`config.mk`:
```
export PLATFORM = sky130hd
export DESIGN_NAME = alarm_zone_ctrl
export DESIGN_NICKNAME = d
export VERILOG_FILES = /design/src/rtl/alarm_zone_ctrl.sv
export SDC_FILE = /design/constraint.sdc
export NUM_CORES = 1
export LEC_CHECK = 0
export ABC_AREA = 1
export CORE_ASPECT_RATIO = 0.6
export CORE_MARGIN = 2
export CORE_UTILIZATION = 55
export DETAILED_ROUTE_END_ITERATION = 6
export MAX_ROUTING_LAYER = met4
export PLACE_DENSITY = 0.76
export SYNTH_ARGS = -nofsm -noshare
export SYNTH_HDL_FRONTEND = slang
export SYNTH_SLANG_ARGS = --single-unit
```
`constraint.sdc`:
```
create_clock -name clk -period 1.7 [get_ports clk]
set_input_delay 0.425 -clock clk [delete_from_list [all_inputs] [get_ports clk]]
set_output_delay 0.425 -clock clk [all_outputs]
set_load 0.005 [all_outputs]
```
`src/rtl/alarm_zone_ctrl.sv`:
```
// Multi-zone intruder-alarm controller: tick divider, zone synchronisers, exit/entry/siren timers,
// keypad arm/disarm, latched zones and auto re-arm with bypass. Optional tamper input: ALARM_TAMPER_EN.
module alarm_zone_ctrl #(
  parameter int unsigned          NUM_ZONES    = 3,
  parameter int unsigned          CLK_DIV      = 2500000,
  parameter int unsigned          CODE_W       = 4,
  parameter logic [CODE_W-1:0]    ARM_CODE     = 4'hA,
  parameter logic [NUM_ZONES-1:0] INSTANT_MASK = 3'b001,
  parameter int unsigned          TIMER_W      = 8,
  parameter int unsigned          EXIT_DELAY   = 10,
  parameter int unsigned          ENTRY_DELAY  = 10,
  parameter int unsigned          SIREN_TIME   = 30
) (
  input  logic                 clk,
  input  logic                 reset,
  input  logic [NUM_ZONES-1:0] sensors_in,
  input  logic                 keypad_valid,
  input  logic [CODE_W-1:0]    keypad_code,
`ifdef ALARM_TAMPER_EN
  input  logic                 tamper_in,
`endif
  output logic                 alarm_siren,
  output logic                 is_armed,
  output logic                 is_wait_delay,
  output logic [NUM_ZONES-1:0] zone_latched,
  output logic                 tick
);

  localparam int unsigned DivW = (CLK_DIV > 1) ? $clog2(CLK_DIV) : 1;
  localparam logic [DivW-1:0]    DivMax  = DivW'(CLK_DIV - 1);
  localparam logic [TIMER_W-1:0] ExitLd  = TIMER_W'(EXIT_DELAY);
  localparam logic [TIMER_W-1:0] EntryLd = TIMER_W'(ENTRY_DELAY);
  localparam logic [TIMER_W-1:0] SirenLd = TIMER_W'(SIREN_TIME);
  localparam logic [TIMER_W-1:0] TimerOne = TIMER_W'(1);

  typedef enum logic [2:0] {
    StDisarmed,
    StExitWait,
    StArmed,
    StEntryWait,
    StAlarm
  } state_e;

  state_e               r_state, w_state_nxt;
  logic [DivW-1:0]      r_div;
  logic [TIMER_W-1:0]   r_timer, w_timer_nxt;
  logic [NUM_ZONES-1:0] r_sens_s1, r_sens_s2;
  logic [NUM_ZONES-1:0] r_bypass, w_bypass_nxt;
  logic [NUM_ZONES-1:0] r_latched, w_latch_nxt;
  logic                 r_siren, r_armed, r_wait;

  logic                 w_tick;
  logic                 w_code_match;
  logic [NUM_ZONES-1:0] w_active;
  logic                 w_inst_trip;
  logic                 w_dly_trip;
  logic                 w_expire;

  // Free-running divider; arming does not restart it, so the first tick period may be partial.
  always_ff @(posedge clk) begin
    if (reset) begin
      r_div <= '0;
    end else if (r_div == DivMax) begin
      r_div <= '0;
    end else begin
      r_div <= r_div + 1'b1;
    end
  end

  assign w_tick = (r_div == DivMax);
  assign tick   = w_tick;

  always_ff @(posedge clk) begin
    if (reset) begin
      r_sens_s1 <= '0;
      r_sens_s2 <= '0;
    end else begin
      r_sens_s1 <= sensors_in;
      r_sens_s2 <= r_sens_s1;
    end
  end

`ifdef ALARM_TAMPER_EN
  logic r_tamp_s1, r_tamp_s2;

  always_ff @(posedge clk) begin
    if (reset) begin
      r_tamp_s1 <= 1'b0;
      r_tamp_s2 <= 1'b0;
    end else begin
      r_tamp_s1 <= tamper_in;
      r_tamp_s2 <= r_tamp_s1;
    end
  end
`endif

  assign w_code_match = keypad_valid && (keypad_code == ARM_CODE);
  assign w_active     = r_sens_s2 & ~r_bypass;
  assign w_inst_trip  = |(w_active & INSTANT_MASK);
  assign w_dly_trip   = |(w_active & ~INSTANT_MASK);
  assign w_expire     = w_tick && (r_timer == TimerOne);

  always_comb begin
    w_state_nxt  = r_state;
    w_timer_nxt  = r_timer;
    w_bypass_nxt = r_bypass & r_sens_s2;  // a bypassed zone goes live once it reads closed
    w_latch_nxt  = r_latched;
    case (r_state)
      StDisarmed: begin
        if (w_code_match) begin
          w_state_nxt  = StExitWait;
          w_timer_nxt  = ExitLd;
          w_latch_nxt  = '0;
          w_bypass_nxt = '0;
        end
      end
      StExitWait: begin
        if (w_code_match) begin
          w_state_nxt = StDisarmed;
        end else if (w_tick) begin
          w_timer_nxt = r_timer - 1'b1;
          if (w_expire) w_state_nxt = StArmed;
        end
      end
      StArmed: begin
        w_latch_nxt = r_latched | w_active;
        if (w_code_match) begin
          w_state_nxt = StDisarmed;
        end else if (w_inst_trip) begin
          w_state_nxt = StAlarm;
          w_timer_nxt = SirenLd;
        end else if (w_dly_trip) begin
          w_state_nxt = StEntryWait;
          w_timer_nxt = EntryLd;
        end
      end
      StEntryWait: begin
        w_latch_nxt = r_latched | w_active;
        if (w_code_match) begin
          w_state_nxt = StDisarmed;
        end else if (w_inst_trip) begin
          w_state_nxt = StAlarm;
          w_timer_nxt = SirenLd;
        end else if (w_tick) begin
          w_timer_nxt = r_timer - 1'b1;
          if (w_expire) begin
            w_state_nxt = StAlarm;
            w_timer_nxt = SirenLd;
          end
        end
      end
      StAlarm: begin
        w_latch_nxt  = r_latched | w_active;
        w_bypass_nxt = r_sens_s2;  // zones still open at timeout stay bypassed after re-arm
        if (w_code_match) begin
          w_state_nxt = StDisarmed;
        end else if (w_tick) begin
          w_timer_nxt = r_timer - 1'b1;
          if (w_expire) w_state_nxt = StArmed;
        end
      end
      default: begin
        w_state_nxt = StDisarmed;
      end
    endcase
`ifdef ALARM_TAMPER_EN
    // Tamper outranks the keypad, so a disarmed-state code must not clear latches either.
    if (r_tamp_s2) begin
      w_state_nxt = StAlarm;
      w_timer_nxt = SirenLd;
      if (r_state == StDisarmed) begin
        w_latch_nxt  = r_latched;
        w_bypass_nxt = r_bypass & r_sens_s2;
      end
    end
`endif
  end

  always_ff @(posedge clk) begin
    if (reset) begin
      r_state   <= StDisarmed;
      r_timer   <= '0;
      r_bypass  <= '0;
      r_latched <= '0;
      r_siren   <= 1'b0;
      r_armed   <= 1'b0;
      r_wait    <= 1'b0;
    end else begin
      r_state   <= w_state_nxt;
      r_timer   <= w_timer_nxt;
      r_bypass  <= w_bypass_nxt;
      r_latched <= w_latch_nxt;
      r_siren   <= (w_state_nxt == StAlarm);
      r_armed   <= (w_state_nxt != StDisarmed);
      r_wait    <= (w_state_nxt == StExitWait) || (w_state_nxt == StEntryWait);
    end
  end

  assign alarm_siren   = r_siren;
  assign is_armed      = r_armed;
  assign is_wait_delay = r_wait;
  assign zone_latched  = r_latched;

endmodule

```
Word-level counts from Yosys, hierarchy flattened --
Cells that the tools add are included.
Storage, ports and cells: register bits 48, input port bits 10, output and inout port bits 7, logic and storage cells 73
Operators by class: $add $sub $neg 2, equal/unequal tests 17, muxes and demuxes 27, bitwise operators 4, reductions and logical operators 13
Operator list (number):
- $mux W8 | 10
- $mux W3 | 13
- $pmux W8 S4 | 1
- $add A22 B1 Y22 const B | 1
- $eq A22 B22 Y1 const B | 1
- $pmux W3 S2 | 2
- $pmux W3 S4 | 1
- $eq A3 B2 Y1 const B | 3
- $eq A8 B1 Y1 const B | 1
- $ne A2 B2 Y1 const B | 4
- $reduce_and A8 Y1 | 1
- $sub A8 B1 Y8 const B | 1
- $and A3 B3 Y3 | 2
- $eq A3 B1 Y1 const B | 2
- $eq A3 B3 Y1 const B | 2
- $ne A3 B3 Y1 const B | 2
- $reduce_or A2 Y1 | 3
- $eq A4 B4 Y1 const B | 1
- $reduce_bool A4 Y1 | 1
- $logic_not A3 Y1 | 1
- $not A3 Y3 | 1
- $or A3 B3 Y3 | 1
- $reduce_bool A3 Y1 | 1
- $reduce_or A3 Y1 | 1
- other kinds (5) | 6

Longest topological paths before layout --
Gate-level depths: netlist (run 1).
word-level depth 9, depth in mapped cells 14, gate-level depth less buffers 14

Worst setup path before layout (run 1) --
OpenSTA, ideal clock, no wires.
kind register to register, start point register r_div[0], end point register r_timer[7], library setup time 0.113 ns, arrival 1.448 ns, required time 1.587 ns, slack 0.139 ns, cell stages (with the launch flop) 15, path buffers 0, period minus slack after synthesis 1.561 ns, cells stage by stage dfxtp_1 ha_1 nand2_1 nor2_2 nand2_2 nor2_4 nand2_2 nand2_4 inv_4 nor2_8 nand2_2 nand2_4 inv_2 nand2_1 nor2_1
Between the ends: word-level cells in the longest chain between the ends 7, elaborated cells between the ends (all ways) 10, classes of those cells eq/ne (3); mux (5); reduce/logical (2)
RTL lines:
- start, declared | line 45 | logic [DivW-1:0] r_div;
- start signal, assigned | line 66 | r_div <= r_div + 1'b1;
- $eq A22 B22 Y1 * | line 70 | assign w_tick = (r_div == DivMax);
- $logic_and A1 B1 Y1 | line 101 | assign w_expire = w_tick && (r_timer == TimerOne);
- $mux W8 | line 146 | if (w_expire) begin
- $mux W8 | line 144 | end else if (w_tick) begin
- $mux W8 | line 141 | end else if (w_inst_trip) begin
- $mux W8 | line 139 | if (w_code_match) begin
- $pmux W8 S4 | line 108 | case (r_state)
- end signal, assigned | line 190 | r_timer <= w_timer_nxt;
- end, declared | line 46 | logic [TIMER_W-1:0] r_timer, w_timer_nxt;
Mark *: on every way between the ends. The rest lies on a longest branch, timed or not. The select of a mux whose other input is x is not followed. A chain may end at the register's enable or synchronous reset.

Final worst setup path (run 1) --
start point register r_div[1], end point output port tick
Between the ends: word-level cells in the longest chain between the ends 1
RTL lines:
- $eq A22 B22 Y1 | line 70
- end, declared | line 26 | output logic tick
Every way passes these cells.

==> results.sh, run 1 <==
export IMPL_status="finished, violations left"
export IMPL_violations="setup timing"
export IMPL_grt_max_degree=16
export IMPL_critPathLaunchType="flip-flop"
export IMPL_fin_cells=513
export IMPL_totalWireLength_um=6920
export IMPL_cp_max_fo=2
export IMPL_grt_setup_unrepaired="true"
export IMPL_die_y_um=56.7
export IMPL_clock_latency_ps=320
export IMPL_p_leak_nw=1.59
export IMPL_synthArstFlopShare_pct=0
export IMPL_synthDistinctLibCells=31
export IMPL_max_clock_freq_ghz=0.551
export IMPL_place_worst_setup_slack_ps=-301
export IMPL_crit_arrival_ps=1390
export IMPL_ant_nets=0
export IMPL_min_path_type="reg2reg"
export IMPL_h_tree_depth=2
export IMPL_synth_seq_cells=48
export IMPL_cp_required_ps=1270
export IMPL_diodes=0
export IMPL_slew_viol_final=0
export IMPL_overflow=0
export IMPL_setup_slack_ps=-116
export IMPL_report_final_hold_viol_count=0
export IMPL_drc_errors=0
export IMPL_yosysSeqAreaShare_pct=37.8
export IMPL_layout_common_cells="nand2_1 (74), inv_1 (59), nor2_1 (54), buf_4 (47), dfxtp_1 (43)"
export IMPL_layout_commonest_cell="nand2_1"
export IMPL_clock_path_buffers=2
export IMPL_hpwl_um=4740
export IMPL_antenna_found_initial=0
export IMPL_ys_warnings_count=0
export IMPL_cp_end_kind="output pin"
export IMPL_drive_gt1_share_pct=30.4
export IMPL_syn_num_nets=393
export IMPL_cts_buffers=5
export IMPL_grt_use_total_pct=27.4
export IMPL_setup_viol=3
export IMPL_fin_tns_setup_ps=-158
export IMPL_io_buffers=16
export IMPL_synth_top_flop_cell="dfxtp_1"
export IMPL_total_power_w=0.00233
export IMPL_dp_cells=496
export IMPL_nets=463
export IMPL_grt_pass1_vias=2333
export IMPL_syn_instance_count=380
export IMPL_power_density_nw_per_um2=671
export IMPL_area_delta_synth_final_pct=36.7
export IMPL_finClkSkew_ps=12.2
export IMPL_cts_sinks=48
export IMPL_num_rows=19
export IMPL_wl_per_cell_um=13.5
export IMPL_hold_buffers=0
export IMPL_timing_final_crit_period_ps=1820
export IMPL_first_pass_iters=7
export IMPL_worstMarginPinSlew_ps=327
export IMPL_vias_per_cell=5.30
export IMPL_peakVddDrop_mv=0.649
export IMPL_io_pins=17
export IMPL_start_util_pct=56.3
export IMPL_synth_area_um2=2540
export IMPL_grt_pass1_wl_um=10700
export IMPL_min_period_over_period_pct=107
export IMPL_num_vias=2720
export IMPL_critical_path_class="reg2out"
export IMPL_cts_tree="done"
export IMPL_core_um2=4520
export IMPL_first_iter_violations=312
export IMPL_drv_cap=0
export IMPL_synth_edf_count=0
export IMPL_clkTransAtPathRegs_ps=100
export IMPL_relSlewSlack_pct=78.0
export IMPL_die_w_um=91.8
export IMPL_die_area_um2=5200
export IMPL_cts_root_buf="clkbuf_8"
export IMPL_place_congestion=0.905
export IMPL_synth_avg_cell_area_um2=6.69
export IMPL_timing_hold_ws_ps=408
==> stage by stage <==
stage          instance area, um^2  util [%]
3_5_place_dp                  3070      67.9
3_3_place_gp                  3070      67.9
2_1_floorplan                 2540         -
4_1_cts                       3260      72.2
5_1_grt                       3480      77.0
6_report                      3480      77.0
==> path summary, 6_finish.rpt <==
path	start	endpoint	slack, ps	depth (start not counted)
setup / recovery	r_div[1]	tick	-120	7
hold / removal	r_sens_s1[2]	r_sens_s2[2]	410	2
setup reg to reg	r_div[1]	r_timer[7]	-40	15
hold reg to reg	r_sens_s1[2]	r_sens_s2[2]	410	2
==> cell usage after synthesis (2+ instances only) <==
cell      n  area [um^2]
nand2_1  83          312
nor2_1   63          236
inv_1    62          233
dfxtp_1  48          961
nand3_1  24          120
a21oi_1  17         85.1
o21ai_0  10         50.1
nand2_2   9         56.3
nand4_1   8         50.1
nor3_1    8         40.0
nor2_2    7         43.8
inv_2     5         18.8
or2_2     5         31.3
xor2_1    5         43.8
ha_1      3         37.5
nand2_4   3         33.8
o31ai_1   3         22.5
a31oi_1   2         12.5
buf_2     2         10.0
nor2_4    2         22.5
==> sequential cells by signal (all words and copies together) (netlist names) <==
register	flops
zone_latched	3
alarm_siren	1
r_bypass	3
r_sens_s1	3
r_div	22
is_armed	1
r_sens_s2	3
r_state	3
is_wait_delay	1
r_timer	8
==> kinds of logic (layout without fill, tap and decap cells) <==
logic type                 Yosys count  count (layout)  synth area share [%]
buffers and inverters               71             140                  10.7
DFF                                 48              48                  37.8
AOI/OAI and AO/OA                   35              35                  8.07
and+or+nand+nor                    218             219                  40.3
adders and majority gates            3               3                  1.48
xor gates and xnor gates             5               5                  1.72
==> per-layer routing <==
layer / up-vias / GRT usage [%] / routed length (um)
met3: 13 / 5.50 / 638
met2: 123 / 38.7 / 2910
li1: 1316 / - / -
met1: 1268 / 39.3 / 3250
met5: - / - / 0
met4: 0 / 9.59 / 114
==> cell type report <==
cell class                 count  area, um^2
tap                           63        78.8
sequential                    48         967
multi-input combinational    262        1500
clock inverter                 2        60.1
timing repair buffer          65         544
clock buffer                   5        68.8
inverter                      68         260
fill                         331        1040
==> timing repair <==
item	4_1_cts	5_1_grt
pin swaps	10	22
setup buffers	7	7
cloned	0	1
setup endpoints to repair	5	27
gates resized for setup	15	47
==> critical path, cell delays in order (launching register included) <==
cell and delay (ps):
dfxtp_2 360, ha_4 150, nand2_4 50, nor2_4 100
nand3_2 70, nor2_2 120, and2_1 130, buf_2 110
==> power by group <==
part	leakage [nW]	switching (W)	internal, W
Combinational	1.14	0.000108	0.0000826
Clock	0.0642	0.000401	0.000579
Sequential	0.391	0.0000165	0.00114
Total	1.59	0.000525	0.00181
Note: power is estimated with default switching activity, not from simulation.
==> run 2, diff against run 1 <==
--- a/config.mk
+++ b/config.mk
@@ -7,7 +7,7 @@
 export LEC_CHECK = 0
 export ABC_AREA = 1
 export CORE_ASPECT_RATIO = 0.6
-export CORE_MARGIN = 2
+export CORE_MARGIN = 5
 export CORE_UTILIZATION = 55
 export DETAILED_ROUTE_END_ITERATION = 6
 export MAX_ROUTING_LAYER = met4
==> results.sh, run 2 (synthesis results as in run 1) <==
export IMPL_timing_final_crit_period_ps=1830
export IMPL_timing_hold_ws_ps=406
export IMPL_min_path_type="reg2reg"
export IMPL_num_rows=19
export IMPL_grt_setup_unrepaired="true"
export IMPL_die_area_um2=6130
export IMPL_ant_nets=0
export IMPL_vias_per_cell=5.00
export IMPL_crit_chain="ha_4 > nand2_4 > nor2_4 > nand3_2 > nor2_2 > and2_1 > buf_2"
export IMPL_cp_end_kind="output pin"
export IMPL_top_usage_layer="met1"
export IMPL_overflow=0
export IMPL_finClkSkew_ps=6.63
export IMPL_io_pins=17
export IMPL_cp_slowest_cell="dfxtp_2"
export IMPL_peakVddDrop_mv=0.509
export IMPL_grt_pass1_vias=2198
export IMPL_slowest_delay_ps=370
export IMPL_crit_arrival_ps=1400
export IMPL_met2_usage_pct=29.7
export IMPL_layout_commonest_cell="nand2_1"
export IMPL_largest_reg_flops=22
export IMPL_cp_max_fo=3
export IMPL_cts_tree="done"
export IMPL_drc_errors=5
export IMPL_p_leak_nw=1.55
export IMPL_die_y_um=62.7
export IMPL_cts_sinks=48
export IMPL_start_util_pct=56.3
export IMPL_critical_path_class="reg2out"
export IMPL_nets=462
export IMPL_r2r_setup_slack_ps=-80
export IMPL_place_worst_setup_slack_ps=-369
export IMPL_met3_usage_pct=4.68
export IMPL_cp_required_ps=1270
export IMPL_setup_slack_ps=-129
export IMPL_core_um2=4520
export IMPL_drive_gt1_share_pct=27.3
export IMPL_violations="DRC, setup timing"
export IMPL_clock_path_buffers=2
export IMPL_setup_viol=10
export IMPL_clkTransAtPathRegs_ps=90
export IMPL_wl_per_cell_um=13.1
export IMPL_antenna_found_initial=0
export IMPL_top_regs="r_div: 22 flops, r_timer: 8 flops"
export IMPL_cts_buffers=5
export IMPL_status="finished, violations left"
export IMPL_use_met1_pct=29.9
export IMPL_grt_pass1_wl_um=10200
export IMPL_first_pass_iters=7
export IMPL_grt_use_total_pct=20.8
export IMPL_relSlewSlack_pct=77.0
export IMPL_worstMarginPinSlew_ps=344
export IMPL_grt_max_degree=16
export IMPL_place_congestion=0.892
export IMPL_max_clock_freq_ghz=0.547
export IMPL_num_vias=2567
export IMPL_totalWireLength_um=6730
export IMPL_critPathLaunchType="flip-flop"
export IMPL_layout_common_cells="nand2_1 (78), inv_1 (61), nor2_1 (59), buf_4 (46), dfxtp_1 (44)"
export IMPL_drv_cap=0
export IMPL_diodes=0
export IMPL_hpwl_um=4780
export IMPL_report_final_hold_viol_count=0
export IMPL_io_buffers=16
export IMPL_slew_viol_final=0
export IMPL_regMostFlops="r_div"
export IMPL_die_w_um=97.8
export IMPL_power_density_nw_per_um2=603
export IMPL_clock_latency_ps=310
export IMPL_cts_root_buf="clkbuf_8"
export IMPL_area_delta_synth_final_pct=33.7
export IMPL_min_period_over_period_pct=108
export IMPL_first_iter_violations=265
export IMPL_h_tree_depth=2
==> run 2: repair_timing <==
| action | in CTS | in global routing |
|---|---|---|
| pin swaps | 5 | 14 |
| gates cloned | 0 | 0 |
| setup buffers | 0 | 9 |
| gates resized for setup | 15 | 33 |
| hold buffers | 0 | 0 |
| endpoints found under the setup margin | 12 | 23 |
| endpoints found under the hold margin | 0 | 0 |
==> run 2: through the flow <==
step | instances | TNS (ps) | instance area, um^2 | power (W) | util (%)
2_1_floorplan | 380 | 0 | 2540 | 0.00128 | -
3_3_place_gp | 496 | -2880 | 3070 | 0.00134 | 67.9
3_5_place_dp | 496 | -3720 | 3070 | 0.00135 | 67.9
6_report | 513 | -566 | 3400 | 0.00205 | 75.2
5_1_grt | 513 | -1910 | 3400 | 0.00212 | 75.2
4_1_cts | 504 | -160 | 3190 | 0.00202 | 70.6
==> run 2: per-layer routing <==
metal | vias to the layer above | wire length, um
li1 | 1306 | -
met1 | 1149 | 3230
met2 | 103 | 2910
met3 | 9 | 504
met4 | 0 | 74
met5 | - | 0
==> run 2: area by class of cell <==
| class | count | area (um^2) |
|---|---|---|
| fill | 360 | 1120 |
| clock inverter | 3 | 18.8 |
| inverter | 68 | 260 |
| timing repair buffer | 65 | 543 |
| multi-input combinational | 261 | 1460 |
| tap | 63 | 78.8 |
| sequential | 48 | 966 |
| clock buffer | 5 | 68.8 |
==> run 2: worst paths after layout <==
check | from | end | cells past startpoint
setup / recovery | r_div[1] | tick | 7
hold / removal | r_sens_s1[2] | r_sens_s2[2] | 2
setup reg to reg | r_div[1] | r_timer[4] | 13
hold reg to reg | r_sens_s1[2] | r_sens_s2[2] | 2
==> run 2: where the power goes <==
| group | switching, W | total [W] | internal [W] | leakage (nW) |
|---|---|---|---|---|
| Sequential | 0.0000165 | 0.00116 | 0.00114 | 0.390 |
| Clock | 0.000403 | 0.000691 | 0.000287 | 0.0479 |
| Combinational | 0.000109 | 0.000196 | 0.0000874 | 1.11 |
==> run 2: worst max-delay path, delay by kind of cell (launching register included) <==
| kind | cells | cell delay [ps] |
|---|---|---|
| buffers and inverters | 1 | 110 |
| adders and majority gates | 1 | 150 |
| and+or+nand+nor | 5 | 460 |
| DFF | 1 | 370 |
